### src/rtl/fetch_queue.sv
// Instruction prefetch queue: owns the fetch PC, issues credit-limited reads to
// a one-cycle-latency instruction RAM and buffers {instruction, pc} for decode.
module fetch_queue #(
  parameter int ADDR_WIDTH = 31,
  parameter int DATA_WIDTH = 31,
  parameter int DEPTH      = 4,
  parameter int RESET_PC   = 0
) (
  input  logic                     clk,
  input  logic                     rst,
  input  logic                     clk_en,
  output logic                     o_fetch_req,
  output logic [ADDR_WIDTH:0]      o_read_fetch_addr,
  input  logic [DATA_WIDTH:0]      i_read_fetch_data,
  input  logic                     i_redirect,
  input  logic [ADDR_WIDTH:0]      i_redirect_pc,
  output logic                     o_valid,
  input  logic                     i_ready,
  output logic [DATA_WIDTH:0]      o_instruction,
  output logic [ADDR_WIDTH:0]      o_instruction_pc,
  output logic [$clog2(DEPTH):0]   o_count
);

  localparam int PTR_W = $clog2(DEPTH);
  localparam int CNT_W = PTR_W + 1;

  logic [ADDR_WIDTH:0] fpc;
  logic [ADDR_WIDTH:0] req_pc;
  logic                inflight;
  logic [CNT_W-1:0]    count;
  logic [PTR_W-1:0]    rd_ptr;
  logic [PTR_W-1:0]    wr_ptr;

  logic [DATA_WIDTH:0] data_mem [DEPTH];
  logic [ADDR_WIDTH:0] pc_mem   [DEPTH];

  logic                pop;
  logic                push;
  logic [CNT_W:0]      committed;
  logic                has_credit;
  logic [CNT_W-1:0]    count_next;

  assign o_valid           = (count != '0);
  assign pop               = o_valid & i_ready;
  assign push              = inflight & ~i_redirect;
  assign o_read_fetch_addr = fpc;
  assign o_count           = count;

  // Slots already owed (queued + in flight) after this cycle's pop; a new
  // request may only go out if its response is guaranteed a slot.
  assign committed  = {1'b0, count} + (CNT_W+1)'(inflight) - (CNT_W+1)'(pop);
  assign has_credit = committed < (CNT_W+1)'(DEPTH);

  assign o_fetch_req = clk_en & rst & ~i_redirect & has_credit;

  always_comb begin
    count_next = count;
    if (push && !pop)
      count_next = count + CNT_W'(1);
    else if (!push && pop)
      count_next = count - CNT_W'(1);
  end

  assign o_instruction    = o_valid ? data_mem[rd_ptr] : '0;
  assign o_instruction_pc = o_valid ? pc_mem[rd_ptr]   : '0;

  always_ff @(posedge clk or negedge rst) begin
    if (!rst) begin
      fpc      <= (ADDR_WIDTH+1)'(RESET_PC);
      req_pc   <= '0;
      inflight <= 1'b0;
      count    <= '0;
      rd_ptr   <= '0;
      wr_ptr   <= '0;
    end else if (clk_en) begin
      if (i_redirect) begin
        fpc      <= i_redirect_pc;
        inflight <= 1'b0;
        count    <= '0;
        rd_ptr   <= '0;
        wr_ptr   <= '0;
      end else begin
        if (o_fetch_req) begin
          fpc      <= fpc + (ADDR_WIDTH+1)'(1);
          req_pc   <= fpc;
          inflight <= 1'b1;
        end else begin
          inflight <= 1'b0;
        end
        if (push)
          wr_ptr <= wr_ptr + PTR_W'(1);
        if (pop)
          rd_ptr <= rd_ptr + PTR_W'(1);
        count <= count_next;
      end
    end
  end

  // Storage needs no reset: entries are only visible once count covers them.
  always_ff @(posedge clk) begin
    if (clk_en && push) begin
      data_mem[wr_ptr] <= i_read_fetch_data;
      pc_mem[wr_ptr]   <= req_pc;
    end
  end

endmodule
### config.mk
export PLATFORM = sky130hd
export DESIGN_NAME = fetch_queue
export DESIGN_NICKNAME = d
export VERILOG_FILES = /design/src/rtl/fetch_queue.sv
export SDC_FILE = /design/constraint.sdc
export NUM_CORES = 1
export LEC_CHECK = 0
export ABC_CLOCK_PERIOD_IN_PS = 4400
export CAP_MARGIN = 20
export CORE_MARGIN = 2
export CORE_UTILIZATION = 40
export CTS_CLUSTER_DIAMETER = 200
export DETAILED_ROUTE_END_ITERATION = 8
export DONT_BUFFER_PORTS = 1
export GPL_TIMING_DRIVEN = 0
export PLACE_DENSITY = 0.65
export SETUP_SLACK_MARGIN = 0.3
export SLEW_MARGIN = 20
export SYNTH_ARGS = -nofsm -noshare
export SYNTH_HDL_FRONTEND = slang
export SYNTH_SLANG_ARGS = --single-unit
### constraint.sdc
create_clock -name clk -period 4.4 [get_ports clk]
set_clock_uncertainty 0.2 [all_clocks]
set_input_delay 0.22 -clock clk [delete_from_list [all_inputs] [get_ports clk]]
set_output_delay 0.22 -clock clk [all_outputs]
set_load 0.05 [all_outputs]
==> reports/results.ini <==
[yosys]
synthXorXnorAreaFrac_pct=0.129
synth_area_leaders=edfxtp_1 (56%), dfrtp_1 (13%), mux4_2 (11%), and2_1 (3.1%), mux2_2 (2.8%)
ys_warn_count=0
synth-simple-area-share_pct=7.02
synthAdderAreaFrac_pct=0.882
synth_seq_cells=328
syn_inst=789
syn_area_per_cell_um2=17.3
synth_top_family_by_area=multiplexers
synthesis.nets=867
netlist_area_um2=13600
yosys_most_used_dff=edfxtp_1
synth.distinct_cells=64
yosys-top-cells-count=edfxtp_1 (256), dfrtp_1 (72), and2_1 (67)
synth_compound_area_share_pct=6.53
synth_edf_count=256
yosysMostFrequentCell=edfxtp_1
yosysTopAreaCellShare_pct=56.5
synthMuxAreaShare_pct=13.7
async_reset_ff_share_pct=22.0
synth_area_leader_cell=edfxtp_1
yosysSeqAreaShare_pct=69.7

[layout]
n_fill_cell=2811
drive_above_1_share_pct=20.0
area_growth_pct=18.9
finalCoreUtilization_pct=48.3
layout.nets=985
fin_cells=1385
design_area_um2=16200

[setup_path]
critical-path-max-stage-delay_ps=550
cp.required_ps=4660
cp_slowest_cell=dfrtp_2
cp_common_cell=ha_1
cp-end-kind=flop
path_cells=o31a_1 -> clkbuf_2 -> ha_1 -> inv_1 -> ha_1 -> and3b_1 -> or4_4 -> buf_6 -> a31oi_2 -> buf_2 -> a22o_1 -> dlygate4sd3_1
criticalPathCategory=flop to flop
start_kind=flop
worstPathArrival_ps=4180
cp_max_fo=10

[global_route]
track_usage_pct=18.0
grt_max_degree=73
grt_pass1_vias=7677
grt_pass1_wl_um=48500
antenna_found_initial=1
grt_remaining_overflow=0

[power_and_ir_drop]
leakage_nw=5.42
power_density_nw_per_um2=681
irDropWorstVdd_mv=0.283
total_power_mw=11.0

[place]
placed_area_um2=14300
placed_cells=1241
place_hpwl_um=20500
io_buffers=0
gp_congestion=0.832
dp_slack_ps=396

[cts]
clockBufferDepth=3
clkSinkCount=328
cts_tree=done
cts-buffers-inserted=37
ctsHtreeMaxLevel=2
clk_latency_ps=520
cts_root_buffer=clkbuf_16
clkTransAtPathRegs_ps=60

[timing]
drv_slew=0
rsz0062_at_grt=false
finalSetupViolCount=0
period_minus_slack_ps=3920
hold_violations=0
fmax_mhz=255
fin_ws_ps=475
post-route-period-util_pct=89.2
fin_setup_tns_ps=0
whs_ps=42.1
tightest_slew_ps=1110
max-slew-margin-rel_pct=25.9

[route]
drt_first_pass_iters=5
drt-wirelength-per-cell_um=22.9
drt-total-wl_um=31700
dr_total_vias=7667
drc=0
viasPerCell=5.54
drtIter0Drc=533
route.antenna.remaining_nets=0

[die]
die_x_um=189
pin_count=170
die_h_um=189
core_region_area_um2=33500
rows=67
start_util_pct=40.6
die_area_um2=35500

[worst_hold_path]
hold_path.class=input port to flop

[status]
outcome=finished clean

[flow_run]
drv_cap=0

==> where the power goes <==
part | leakage [nW] | switching [mW] | internal (mW) | total (mW)
registers | 3.17 | 0.766 | 3.82 | 4.58
logic | 1.69 | 2.49 | 1.07 | 3.56
clock network | 0.559 | 1.17 | 1.71 | 2.88
==> worst max-delay path: cells and delay by family, from the launching register on <==
kind                       cells  cell delay [ps]
AOI/OAI and AO/OA              3              840
adders and majority gates      2              410
buffers and inverters          5             1240
DFF                            1              550
and+or+nand+nor                2              630
==> flip-flops by register name, indices dropped and copies added (netlist names) <==
signal and count:
rd_ptr 2, pc_mem 128, inflight 1, o_read_fetch_addr 32, req_pc 32, data_mem 128, wr_ptr 2, o_count 3
==> cell type report <==
type	instances	area [µm²]	share of cell area (%)
diodes	2	5.00	0.0309
plain buffers	48	224	1.38
clock buffers	49	991	6.12
clock inverters	18	144	0.889
inverters	16	60.1	0.371
multi-input cells	397	3870	23.9
flip-flops and latches	328	9490	58.6
well taps	448	561	3.46
repair buffers	79	843	5.21
==> logic make-up (layout without fill, tap and decap cells) <==
kind of cell	count (synthesis)	count (layout)
simple gates	169	169
compound gates	115	115
flops	328	328
other cells	0	2
xor+xnor	2	2
buf+inv	64	210
fa+ha+maj	9	9
mux	102	102
==> layout by cell type (no fill, tap or decap), types with 5 or more instances in the layout <==
cell type	instances
clkinv_1	5
and3_1	8
clkbuf_1	41
clkinv_2	8
a311oi_1	5
buf_2	7
mux4_2	64
a22oi_1	11
a211oi_1	5
mux2_2	34
o21ai_0	17
ha_1	8
o22ai_1	8
nand2_1	22
dfrtp_1	69
clkbuf_16	37
dlygate4sd3_1	72
nand3_1	12
and4_1	6
inv_1	16
nor2_1	21
o2bb2ai_1	12
a21oi_1	20
edfxtp_1	256
and2_1	67
nor3_1	8
nand4_1	9
==> what timing repair did <==
action / in CTS / in global routing
endpoints found under the hold margin: 233 / 0
hold buffers: 73 / 0
setup endpoints to repair: 1 / 3
pin swaps: 0 / 1
buffers inserted: 0 / 2
gates resized for setup: 3 / 3
==> layer usage <==
layer | wire, µm | track usage, % | vias up
met5 | 0 | 0 | -
met4 | 486 | 4.21 | 0
met3 | 2400 | 3.93 | 39
met2 | 15300 | 29.6 | 306
met1 | 13600 | 24.7 | 3926
li1 | - | - | 3396
==> path summary, 6_finish.rpt <==
kind                                   startpoint                           endpoint  slack [ps]  cells past startpoint
setup / recovery           o_count[0]$_DFFE_PN0P_   o_read_fetch_addr[6]$_DFFE_PN0P_         480                     12
hold / removal                             clk_en  o_read_fetch_addr[13]$_DFFE_PN0P_          40                      3
setup reg to reg           o_count[0]$_DFFE_PN0P_   o_read_fetch_addr[6]$_DFFE_PN0P_         480                     12
hold reg to reg            req_pc[19]$_DFFE_PN0P_            pc_mem[3][19]$_DFFE_PP_         310                      0
max in group asynchronous                     rst             o_count[2]$_DFFE_PN0P_        3540                      2
min in group asynchronous                     rst              req_pc[6]$_DFFE_PN0P_         120                      2
Note: power is estimated with default switching activity, not from simulation.
